### config.mk
export PLATFORM = sky130hd
export DESIGN_NAME = bist_misr_compactor
export DESIGN_NICKNAME = d
export VERILOG_FILES = /design/src/rtl/bist_pkg.sv /design/src/rtl/bist_misr_reg.sv /design/src/rtl/bist_misr_compactor.sv
export SDC_FILE = /design/constraint.sdc
export NUM_CORES = 1
export LEC_CHECK = 0
export CAP_MARGIN = 20
export CORE_MARGIN = 2
export CORE_UTILIZATION = 25
export DETAILED_ROUTE_END_ITERATION = 12
export GPL_TIMING_DRIVEN = 0
export SKIP_LAST_GASP = 1
export SLEW_MARGIN = 40
export SYNTH_ARGS = -nofsm -noshare
export SYNTH_HDL_FRONTEND = slang
export SYNTH_SLANG_ARGS = --single-unit
export TNS_END_PERCENT = 10
### constraint.sdc
create_clock -name CK -period 2.5 [get_ports CK]
set_input_delay 0.25 -clock CK [delete_from_list [all_inputs] [get_ports CK]]
set_output_delay 0.25 -clock CK [all_outputs]
set_load 0.05 [all_outputs]
### src/rtl/bist_pkg.sv
// Shared BIST definitions: FSM states, MISR defaults and the MISR step
// function, also used by the LFSR pattern generator.
package bist_pkg;

    typedef enum logic [1:0] {
        IDLE,
        FLUSH,
        CAPTURE,
        DONE
    } bist_state_e;

    localparam int unsigned DEF_SIG_W = 16;
    localparam logic [15:0] DEF_POLY  = 16'h1021;

    // Computed on 64-bit containers so callers of any width up to 64 can share it.
    function automatic logic [63:0] misr_step(
        input logic [63:0] sig,
        input logic [63:0] poly,
        input logic [63:0] data,
        input int unsigned width
    );
        logic [63:0] mask;
        logic [63:0] fb;
        mask = (width >= 64) ? '1 : ((64'd1 << width) - 64'd1);
        fb   = (((sig >> (width - 1)) & 64'd1) != 64'd0) ? poly : 64'd0;
        return ((sig << 1) ^ fb ^ data) & mask;
    endfunction

endpackage

### src/rtl/bist_misr_reg.sv
// Signature register: synchronous clear, enable-gated MISR step.
// nxt_o exposes the value the next enabled step would load.
module bist_misr_reg
    import bist_pkg::*;
#(
    parameter int unsigned      SIG_W  = DEF_SIG_W,
    parameter int unsigned      RESP_W = 6,
    parameter logic [SIG_W-1:0] POLY   = SIG_W'(DEF_POLY)
) (
    input  logic              CK,
    input  logic              RSTN,
    input  logic              clr_i,
    input  logic              en_i,
    input  logic [RESP_W-1:0] data_i,
    output logic [SIG_W-1:0]  sig_o,
    output logic [SIG_W-1:0]  nxt_o
);

    logic [SIG_W-1:0] sig_q;
    logic [SIG_W-1:0] sig_d;

    assign nxt_o = SIG_W'(misr_step(64'(sig_q), 64'(POLY), 64'(data_i), SIG_W));

    always_comb begin
        sig_d = sig_q;
        if (clr_i) begin
            sig_d = '0;
        end else if (en_i) begin
            sig_d = nxt_o;
        end
    end

    always_ff @(posedge CK or negedge RSTN) begin
        if (!RSTN) begin
            sig_q <= '0;
        end else begin
            sig_q <= sig_d;
        end
    end

    assign sig_o = sig_q;

endmodule

### src/rtl/bist_misr_compactor.sv
// BIST response compactor: flush window, MISR capture, golden compare.
// Define MISR_XMASK_EN to add the xmask port for masking unknown outputs.
module bist_misr_compactor
    import bist_pkg::*;
#(
    parameter int unsigned      RESP_W      = 6,
    parameter int unsigned      SIG_W       = DEF_SIG_W,
    parameter logic [SIG_W-1:0] POLY        = SIG_W'(DEF_POLY),
    parameter int unsigned      FLUSH_LEN   = 4,
    parameter int unsigned      CAPTURE_LEN = 64,
    parameter logic [SIG_W-1:0] GOLDEN      = '0,
    parameter int unsigned      CNT_W       = 8
) (
    input  logic              CK,
    input  logic              RSTN,
    input  logic              start,
    input  logic [RESP_W-1:0] resp,
    input  logic              resp_valid,
`ifdef MISR_XMASK_EN
    input  logic [RESP_W-1:0] xmask,
`endif
    output logic              busy,
    output logic              done,
    output logic [SIG_W-1:0]  signature,
    output logic              pass
);

    localparam logic [CNT_W-1:0] FL_LAST =
        CNT_W'((FLUSH_LEN == 0) ? 0 : FLUSH_LEN - 1);
    localparam logic [CNT_W-1:0] CL_LAST = CNT_W'(CAPTURE_LEN - 1);
    localparam bist_state_e FIRST = (FLUSH_LEN != 0) ? FLUSH : CAPTURE;

    bist_state_e      state_q, state_d;
    logic [CNT_W-1:0] cnt_q, cnt_d;
    logic             pass_q, pass_d;
    logic             clr, en;
    logic [RESP_W-1:0] data;
    logic [SIG_W-1:0] sig_nxt;

`ifdef MISR_XMASK_EN
    assign data = resp & ~xmask;
`else
    assign data = resp;
`endif

    bist_misr_reg #(
        .SIG_W (SIG_W),
        .RESP_W(RESP_W),
        .POLY  (POLY)
    ) u_misr (
        .CK    (CK),
        .RSTN  (RSTN),
        .clr_i (clr),
        .en_i  (en),
        .data_i(data),
        .sig_o (signature),
        .nxt_o (sig_nxt)
    );

    always_comb begin
        state_d = state_q;
        cnt_d   = cnt_q;
        pass_d  = pass_q;
        clr     = 1'b0;
        en      = 1'b0;
        unique case (state_q)
            IDLE, DONE: begin
                if (start) begin
                    clr     = 1'b1;
                    cnt_d   = '0;
                    pass_d  = 1'b0;
                    state_d = FIRST;
                end
            end
            FLUSH: begin
                if (resp_valid) begin
                    if (cnt_q == FL_LAST) begin
                        cnt_d   = '0;
                        state_d = CAPTURE;
                    end else begin
                        cnt_d = cnt_q + 1'b1;
                    end
                end
            end
            CAPTURE: begin
                if (resp_valid) begin
                    en = 1'b1;
                    if (cnt_q == CL_LAST) begin
                        cnt_d   = '0;
                        pass_d  = (sig_nxt == GOLDEN);
                        state_d = DONE;
                    end else begin
                        cnt_d = cnt_q + 1'b1;
                    end
                end
            end
        endcase
    end

    always_ff @(posedge CK or negedge RSTN) begin
        if (!RSTN) begin
            state_q <= IDLE;
            cnt_q   <= '0;
            pass_q  <= 1'b0;
        end else begin
            state_q <= state_d;
            cnt_q   <= cnt_d;
            pass_q  <= pass_d;
        end
    end

    assign busy = (state_q == FLUSH) || (state_q == CAPTURE);
    assign done = (state_q == DONE);
    assign pass = pass_q;

endmodule

==> metrics.cfg, run 1 <==
[logic_synthesis]
synth_seq_area_share_pct = 47.45
syn_avg_cell_area_um2 = 10.03
syn_inst = 142
synth_cell_types = 38
synth_enable_flop_cells = 0
ys_async_sr_fraction_pct = 100.0
yosys_register_bits = 27
synthesis.area_mm2 = 0.001424
synthFlopType = dfrtp_1
synth_nets = 157
ys_warn_count = 0

[sta]
relSlewSlack_pct = 50.65
min_period_ps = 2296
rsz0062_at_grt = false
fmax_mhz = 435.6
final_hold_viol_count = 0
finalClockSkew_ps = 6.294
worst_pin_slew_ps = 740.2
setup_viol = 0
fin_crit_sh_pct = 91.84
finalHoldWorstSlack_ps = 503.7
slew_violations = 0
fin_setup_tns_ps = 0

[cells_and_area]
nets = 191
final_cell_mix = 27 x dfrtp_1, 27 x clkdlybuf4s50_1, 20 x nand2_1
diodes = 0
register_area_um2 = 675.6
area_delta_synth_final_pct = 29.79
fin_util_pct = 33.56
drive_gt1_share_pct = 7.429
multi_input_area_um2 = 698.2
fillers = 564

[clock_network]
numCtsBuffers = 3
cts_tree = done
cts_buffer_depth = 2
clk_latency_ps = 280
cts_hold_buf = 1
cts_root_buffer = clkbuf_8
clkSinkCount = 27
htree_levels = 1
post_cts_buffers = 0
cts_resized = 0
clk_pin_slew_ps = 100

[power_and_ir_drop]
power.leakage_uw = 0.0007387
p_per_area_mw_per_mm2 = 1044
p_total_uw = 1930
max-vdd-ir-drop_uv = 503.4

[floorplan]
die_h_um = 79.47
core-area_mm2 = 0.005507
io_pins = 29
die_area_mm2 = 0.006315
rows = 27
die_w_um = 79.47
initial_utilization_pct = 25.86

[run_status]
outcome = finished, final reports clean

[worst_setup_path]
cp_max_fo = 8
r2r_end = cnt_q[6]
rrSetupSlack_ps = 330
crit_type = register to primary output
cp-start-kind = register
worstPathRequired_ps = 2250
r2r_start = state_q[0]
ff2ff_path_depth = 7
critical_path.endpoint_type = primary output
arrival_ps = 2050

[place]
port_buffers = 28
place_congestion = 0.8248
hpwl_mm = 2.293

[drt]
antenna_left = 0
totalWireLength_mm = 3.086
vias_per_cell = 4.785
wirelength_met1_mm = 1.576
drtIter0Drc = 108
wl_met2_mm = 1.323
routed-wl-met3_um = 124
drc = 0
highest_layer = met4
via_count = 1182
drt-pass1-iter-count = 4
routedWlPerCell_um = 12.49

[hold_path]
min_path_type = input port to async pin

[global_routing]
grt_pass1_wl_mm = 5.333
grt_max_degree = 28
antenna_found_initial = 0
grt-ovfl-total = 0
first_global_vias = 1093
grt_usage_pct = 10.63

[flow_run]
max_cap_viol_count = 0

metrics by stage:
stage,cells,instance area (µm²),setup WS (ps)
3_5_place_dp,242,1789,354.9
4_1_cts,247,1848,185.8
6_report,247,1848,204.1
3_3_place_gp,242,1794,365.3
5_1_grt,247,1848,69.89
2_1_floorplan,142,1424,593.2
flip-flops by register name, summed over array words and instances, names as in the netlist:
register	flops
state_q	2
u_misr.sig_o	16
pass	1
cnt_q	8
cells in the mapped netlist (all sizes together), types with 2 or more instances:
| cell type | count | area share [%] |
|---|---|---|
| clkbuf | 3 | 0.79 |
| mux2i | 2 | 1.4 |
| ha | 5 | 4.4 |
| nand3 | 7 | 2.5 |
| nor4 | 4 | 1.8 |
| nor2b | 2 | 0.88 |
| a21oi | 4 | 1.7 |
| nor4b | 2 | 1.2 |
| dfrtp | 27 | 47 |
| buf | 2 | 1.1 |
| o21ai | 12 | 4.2 |
| inv | 6 | 1.6 |
| a22o | 10 | 6.2 |
| or2 | 2 | 0.88 |
| nand2 | 20 | 5.3 |
| and2 | 2 | 0.88 |
| nor2 | 4 | 1.1 |
| xnor2 | 8 | 4.9 |
| o311ai | 3 | 1.8 |
| o211ai | 3 | 1.6 |
cell type report:
cell class / instances / share of cell area, %
Sequential cell: 27 / 36.56
Clock buffer: 3 / 2.234
Buffer: 5 / 1.490
Clock inverter: 1 / 0.4062
Tap cell: 72 / 4.875
Multi-Input combinational cell: 104 / 37.78
Timing Repair Buffer: 29 / 15.44
Inverter: 6 / 1.219
cell families after synthesis:
family | after synthesis | share of synthesized area (%)
compound gates | 39 | 19.77
xor+xnor | 8 | 4.921
fa+ha+maj | 5 | 4.394
buf+inv | 11 | 3.514
flops | 27 | 47.45
mux | 3 | 2.197
simple gates | 49 | 17.75
worst max-delay path, cell delays in order, from the launching register on:
cell and delay [ps]:
dfrtp_1 410, inv_1 80, ha_1 280, buf_2 160, inv_1 60, clkdlybuf4s50_1 790
routing by layer:
| metal | vias up | GRT usage, % |
|---|---|---|
| met5 | - | 0 |
| met1 | 574 | 15.28 |
| met3 | 4 | 1.923 |
| met2 | 21 | 15.46 |
| met4 | 0 | 4.655 |
| li1 | 583 | - |
worst max path at each step:
stage / startpoint / endpoint / slack [ps] / depth (start not counted)
3_3_place_gp: state_q[0] / cnt_q[6] / 370 / 7
2_1_floorplan: state_q[0] / state_q[1] / 590 / 8
3_5_place_dp: state_q[0] / cnt_q[6] / 350 / 7
6_report: state_q[0] / busy / 200 / 5
5_1_grt: state_q[0] / cnt_q[2] / 70 / 7
4_1_cts: state_q[0] / busy / 190 / 5
power by group:
part,internal [µW],switching [µW]
logic,376,685
clock network,113,148
registers,520,87.7
Power figures use the tool's default switching activity.
==> inputs of run 2 (changes only) <==
--- a/config.mk
+++ b/config.mk
@@ -6,7 +6,7 @@
 export NUM_CORES = 1
 export LEC_CHECK = 0
 export CAP_MARGIN = 20
-export CORE_MARGIN = 2
+export CORE_MARGIN = 1
 export CORE_UTILIZATION = 25
 export DETAILED_ROUTE_END_ITERATION = 12
 export GPL_TIMING_DRIVEN = 0
==> run 2 against run 1 <==
The run now ends with hold timing left. Power up 0.28%. Cell count decreased by 0.40%. Sequential power hardly changed. Design area down 0.54%. Clock skew decreased by 2.6 ps. Clock-buffer cell count stayed put. Sequential share of layout area rose by 0.20 points. Combinational power is essentially flat. Hold slack worse by 520 ps. Clock power hardly changed.
==> metrics.cfg, run 2 (synthesis gave the netlist of run 1 again) <==
[drt]
drc = 0  ; unchanged
via_count = 1164  ; -1.5%
drt-pass1-iter-count = 4  ; unchanged
vias_per_cell = 4.732  ; -1.1%
antenna_left = 0  ; unchanged
drtIter0Drc = 67  ; -38%
totalWireLength_mm = 3.089  ; about the same
routedWlPerCell_um = 12.56  ; +0.50%

[place]
port_buffers = 28  ; unchanged
hpwl_mm = 2.204  ; -3.9%
place_congestion = 0.7737  ; -6.2%
place_ws_ps = 389.4  ; +34.47 ps
place_inst = 242  ; unchanged

[sta]
fin_ws_ps = 203.1  ; -0.9580 ps
worst_pin_slew_ps = 760.4  ; +20.23 ps
finalClockSkew_ps = 3.716  ; -2.578 ps
relSlewSlack_pct = 49.30  ; -1.3 points
slew_violations = 0  ; unchanged
setup_viol = 0  ; unchanged
min_period_ps = 2297  ; +0.9580 ps
finalHoldWorstSlack_ps = -18.94  ; -522.7 ps
final_hold_viol_count = 27  ; +27
fin_crit_sh_pct = 91.88  ; about the same
rsz0062_at_grt = false
fmax_mhz = 435.4  ; about the same
fin_setup_tns_ps = 0  ; unchanged

[floorplan]
core-area_mm2 = 0.005507  ; unchanged
die_area_mm2 = 0.006002  ; -5.0%
initial_utilization_pct = 25.86  ; unchanged
die_w_um = 77.47  ; -2.5%
io_pins = 29  ; unchanged
rows = 27  ; unchanged
die_h_um = 77.47  ; -2.5%

[worst_setup_path]
cp-start-kind = register
crit_type = register to primary output
arrival_ps = 2050  ; about the same
rrSetupSlack_ps = 360  ; +30 ps
r2r_start = state_q[0]
startpoint = state_q[0]
cp_max_fo = 8  ; unchanged
worstPathRequired_ps = 2250  ; about the same
critical_path.endpoint_type = primary output

[power_and_ir_drop]
max-vdd-ir-drop_uv = 510.2  ; +1.3%
p_total_uw = 1935  ; +0.28%
power.leakage_uw = 0.0007345  ; -0.57%
p_per_area_mw_per_mm2 = 1053  ; +0.83%

[clock_network]
clkSinkCount = 27  ; unchanged
cts_buffer_depth = 2  ; unchanged
clk_pin_slew_ps = 100  ; about the same
cts_root_buffer = clkbuf_8
post_cts_buffers = 0  ; unchanged
cts_tree = done
cts_hold_buf = 0  ; -1
cts_resized = 0  ; unchanged
htree_levels = 1  ; unchanged
clk_latency_ps = 280  ; about the same
numCtsBuffers = 3  ; unchanged

[run_status]
outcome = finished, violations left
violations = hold timing

[cells_and_area]
fillers = 574  ; +1.8%
layout.cells.non_filler = 246  ; -0.40%
fin_util_pct = 33.38  ; -0.18 points
largest_reg_flops = 16  ; unchanged
diodes = 0  ; unchanged
area_delta_synth_final_pct = 29.09
final_cell_mix = 27 x dfrtp_1, 27 x clkdlybuf4s50_1, 20 x nand2_1
nets = 190  ; -0.52%
drive_gt1_share_pct = 7.471  ; +0.043 points

[global_routing]
grt_max_degree = 28  ; unchanged
grt_usage_pct = 10.95  ; +0.32 points
first_global_vias = 1127  ; +3.1%
antenna_found_initial = 0  ; unchanged
grt_pass1_wl_mm = 5.333  ; unchanged
grt-ovfl-total = 0  ; unchanged

[hold_path]
min_path_type = input port to async pin

[flow_run]
max_cap_viol_count = 0  ; unchanged

[run 2: cell types whose count changed in the layout (fill, tap and decap cells not counted), sizes merged]
| cell | previous run | this run |
|---|---|---|
| dlygate4sd3 | 1 | 0 |
[run 2: worst max-delay path: stages (launching register included)]
cell,delay (ps)
dfrtp_1,410
inv_1,80
ha_1,280
buf_2,160
inv_1,60
clkdlybuf4s50_1,790
[run 2: final timing paths]
check | endpoint | depth (start not counted)
worst min register to register | pass | 1
worst min-delay path | u_misr.sig_o[10] | 1
worst max-delay path | busy | 5
max in group asynchronous | pass | 1
min in group CK | pass | 1
worst max register to register | cnt_q[6] | 7
[run 2: cell type report]
type	count	area [µm²]	area share, %
multi-input combinational	104	698.2	37.99
sequential	27	675.6	36.76
timing repair buffer	28	275.3	14.98
tap	72	90.09	4.901
clock buffer	3	41.29	2.246
buffer	5	27.53	1.498
inverter	6	22.52	1.225
clock inverter	1	7.507	0.4084
[run 2: metal layers]
metal / part of all wire (%) / GRT usage [%] / vias to the layer above
met5: 0 / 0 / -
met4: 1.2 / 4.528 / 0
met3: 3.2 / 1.529 / 4
met2: 45 / 15.58 / 25
met1: 51 / 16.34 / 555
li1: - / - / 580
[run 2: where the power goes]
group | total [µW] | switching [µW] | internal, µW
registers | 608 | 88.4 | 520
logic | 1070 | 692 | 376
clock network | 259 | 146 | 113
total | 1940 | 927 | 1010
[run 2: per-stage QoR]
stage | cell area [µm²] | hold slack (ps)
after floorplan | 1424 | -45.59
after global routing | 1838 | 20.85
after global placement | 1794 | 494.9
final | 1838 | -18.94
after CTS | 1838 | 7.929
after detailed placement | 1789 | 317.7
==> inputs of run 3 (changes only) <==
--- a/config.mk
+++ b/config.mk
@@ -14,5 +14,6 @@
 export SLEW_MARGIN = 40
 export SYNTH_ARGS = -nofsm -noshare
 export SYNTH_HDL_FRONTEND = slang
+export SYNTH_HIERARCHICAL = 1
 export SYNTH_SLANG_ARGS = --single-unit
 export TNS_END_PERCENT = 10
==> run 3 against run 2 <==
The run now ends clean. Sequential share of layout area down 2.6 points. Critical path depth up 2. Clock power about the same. Synthesized cell count up 7.0%. Global-route usage up 0.18 points. Cell count up 5.7%. First-iteration DRC count unchanged. Setup slack better by 62 ps. Largest cell class unchanged. Largest power group unchanged. Utilization down 0.21 points. Non-clock buffer count up 10. Sequential power down 3.9%. Die area up 8.3%.
==> metrics.cfg, run 3 <==
[drt]
drc = 0  ; unchanged
antenna_left = 0  ; unchanged
routedWlPerCell_um = 12.73  ; +1.4%
drtIter0Drc = 67  ; unchanged
via_count = 1197  ; +2.8%
drt-pass1-iter-count = 4  ; unchanged
vias_per_cell = 4.604  ; -2.7%
totalWireLength_mm = 3.309  ; +7.1%

[worst_setup_path]
cp-start-kind = register
crit_type = register to register
worstPathRequired_ps = 2670  ; +420 ps
critical_path.endpoint_type = register
cp_max_fo = 9  ; +1
arrival_ps = 2400  ; +350 ps

[place]
hpwl_mm = 2.380  ; +8.0%
place_congestion = 0.8106  ; +4.8%
port_buffers = 28  ; unchanged

[clock_network]
clk_pin_slew_ps = 100  ; about the same
clk_latency_ps = 280  ; about the same
cts_root_buffer = clkbuf_8
numCtsBuffers = 3  ; unchanged
htree_levels = 1  ; unchanged
cts_tree = done
cts_buffer_depth = 2  ; unchanged
clkSinkCount = 27  ; unchanged
post_cts_buffers = 0  ; unchanged

[logic_synthesis]
syn_avg_cell_area_um2 = 10.17  ; +1.4%
yosys_register_bits = 27  ; unchanged
yosysMostFrequentCell = dfrtp_1
synth_nets = 167  ; +6.4%
synth_top_area_share_pct = 43.72  ; -3.7 points
yosysTopAreaCell = dfrtp_1
syn_inst = 152  ; +7.0%
ys_async_sr_fraction_pct = 100.0  ; unchanged
synth_cell_types = 33  ; -13%
ys_warn_count = 6  ; +6
synth_seq_area_share_pct = 43.72  ; -3.7 points
synthTopCellsByCount = 27 x dfrtp_1, 20 x mux2i_1, 20 x nor2_1, 15 x nand2_1, 11 x buf_4
synthesis.area_mm2 = 0.001545  ; +8.5%
synthFlopType = dfrtp_1
synth_enable_flop_cells = 0  ; unchanged
netlist_top_cells_area = dfrtp_1 44%, mux2i_1 13%, buf_4 5.3%

[sta]
fin_setup_tns_ps = 0  ; unchanged
min_period_ps = 2235  ; -62.38 ps
rsz0062_at_grt = false
worst_pin_slew_ps = 638.0  ; -122.4 ps
slew_violations = 0  ; unchanged
fmax_mhz = 447.5  ; +2.8%
finalClockSkew_ps = 5.753  ; +2.037 ps
final_hold_viol_count = 0  ; -100%
fin_crit_sh_pct = 89.38  ; -2.5 points
relSlewSlack_pct = 57.47  ; +8.2 points
setup_viol = 0  ; unchanged

[cells_and_area]
fillers = 643  ; +12%
register_area_um2 = 675.6  ; unchanged
multi_input_area_um2 = 760.7  ; +9.0%
area_delta_synth_final_pct = 27.85
nets = 201  ; +5.8%
largest_reg_flops = 16  ; unchanged
final_cell_mix = 27 x dfrtp_1, 26 x clkdlybuf4s50_1, 20 x mux2i_1, 20 x nor2_1, 15 x nand2_1
diodes = 0  ; unchanged
final_common_cell = dfrtp_1
fin_util_pct = 33.17  ; -0.21 points
drive_gt1_share_pct = 11.35  ; +3.9 points

[floorplan]
io_pins = 29  ; unchanged
die_w_um = 80.62  ; +4.1%
die_area_mm2 = 0.006500  ; +8.3%
initial_utilization_pct = 25.95  ; +0.088 points
die_h_um = 80.62  ; +4.1%
rows = 28  ; +3.7%
core-area_mm2 = 0.005956  ; +8.2%

[flow_run]
max_cap_viol_count = 0  ; unchanged

[power_and_ir_drop]
p_per_area_mw_per_mm2 = 943.5  ; -10%
max-vdd-ir-drop_uv = 453.5  ; -11%
power.leakage_uw = 0.0008700  ; +18%

[global_routing]
antenna_found_initial = 0  ; unchanged
grt_usage_pct = 11.13  ; +0.18 points
grt_pass1_wl_mm = 5.602  ; +5.0%
first_global_vias = 1192  ; +5.8%
grt-ovfl-total = 0  ; unchanged
grt_max_degree = 28  ; unchanged

[run_status]
outcome = finished, final reports clean

[hold_path]
min_path_type = input port to async pin

==> run 3: where the power goes <==
group / switching, µW / internal, µW / total [µW]
logic: 659 / 361 / 1020
clock network: 147 / 113 / 260
registers: 72.9 / 512 / 584
==> run 3: worst max-delay path, cell delays in order, from the launching register on <==
cell      delay (ps)
dfrtp_1          420
inv_1             70
ha_1             350
nor2b_1          190
or2_2            290
clkbuf_1         210
or3_4            450
mux2i_1          130
==> run 3: cells by family (layout without fill, tap and decap cells) <==
family	after synthesis	in the layout	share of synthesized area, %
buf+inv	18	51	7.044
fa+ha+maj	5	5	4.049
xor+xnor	7	7	5.020
flops	27	27	43.72
mux	20	20	12.96
simple gates	55	55	16.92
compound gates	20	20	10.28
==> run 3: final timing paths <==
kind	from	end	slack, ps	cells after the start
worst max-delay path	state_q[0]	state_q[1]	270	7
worst min-delay path	RSTN	u_misr/sig_o[7]	510	2
worst max register to register	state_q[0]	state_q[1]	270	7
worst min register to register	cnt_q[1]	cnt_q[1]	540	2
max in group asynchronous	RSTN	cnt_q[2]	1570	2
min in group CK	cnt_q[1]	cnt_q[1]	540	2
==> run 3: per-stage QoR <==
stage          hold slack (ps)  setup WS [ps]  std cells  total power (µW)  area [µm²]
6_report                 513.6          265.5        260              1864        1976
5_1_grt                  592.3          112.0        260              2000        1976
4_1_cts                  522.4          101.7        260              1894        1973
3_5_place_dp             304.2          260.0        255              1621        1914
3_3_place_gp             514.3          279.9        255              1620        1919
2_1_floorplan           -45.59          467.1        152              1324        1545
==> run 3: what timing repair did <==
item,CTS,global route
setup endpoints to repair,0,1
gates resized for setup,0,1
hold buffers,1,0
endpoints found under the hold margin,27,0
==> run 3: final cells by class <==
class                      count  area share (%)
multi-input combinational    107           38.51
sequential                    27           34.20
timing repair buffer          29           14.57
buffer                        14           4.750
tap                           75           4.750
clock buffer                   3           2.090
inverter                       4          0.7600
clock inverter                 1          0.3800
==> run 3: routing by layer <==
layer	vias to the layer above	wire length, µm	track usage, %
li1	598	-	-
met1	563	1681	14.97
met2	31	1446	17.97
met3	5	154	2.500
met4	0	26	2.679
met5	-	0	0
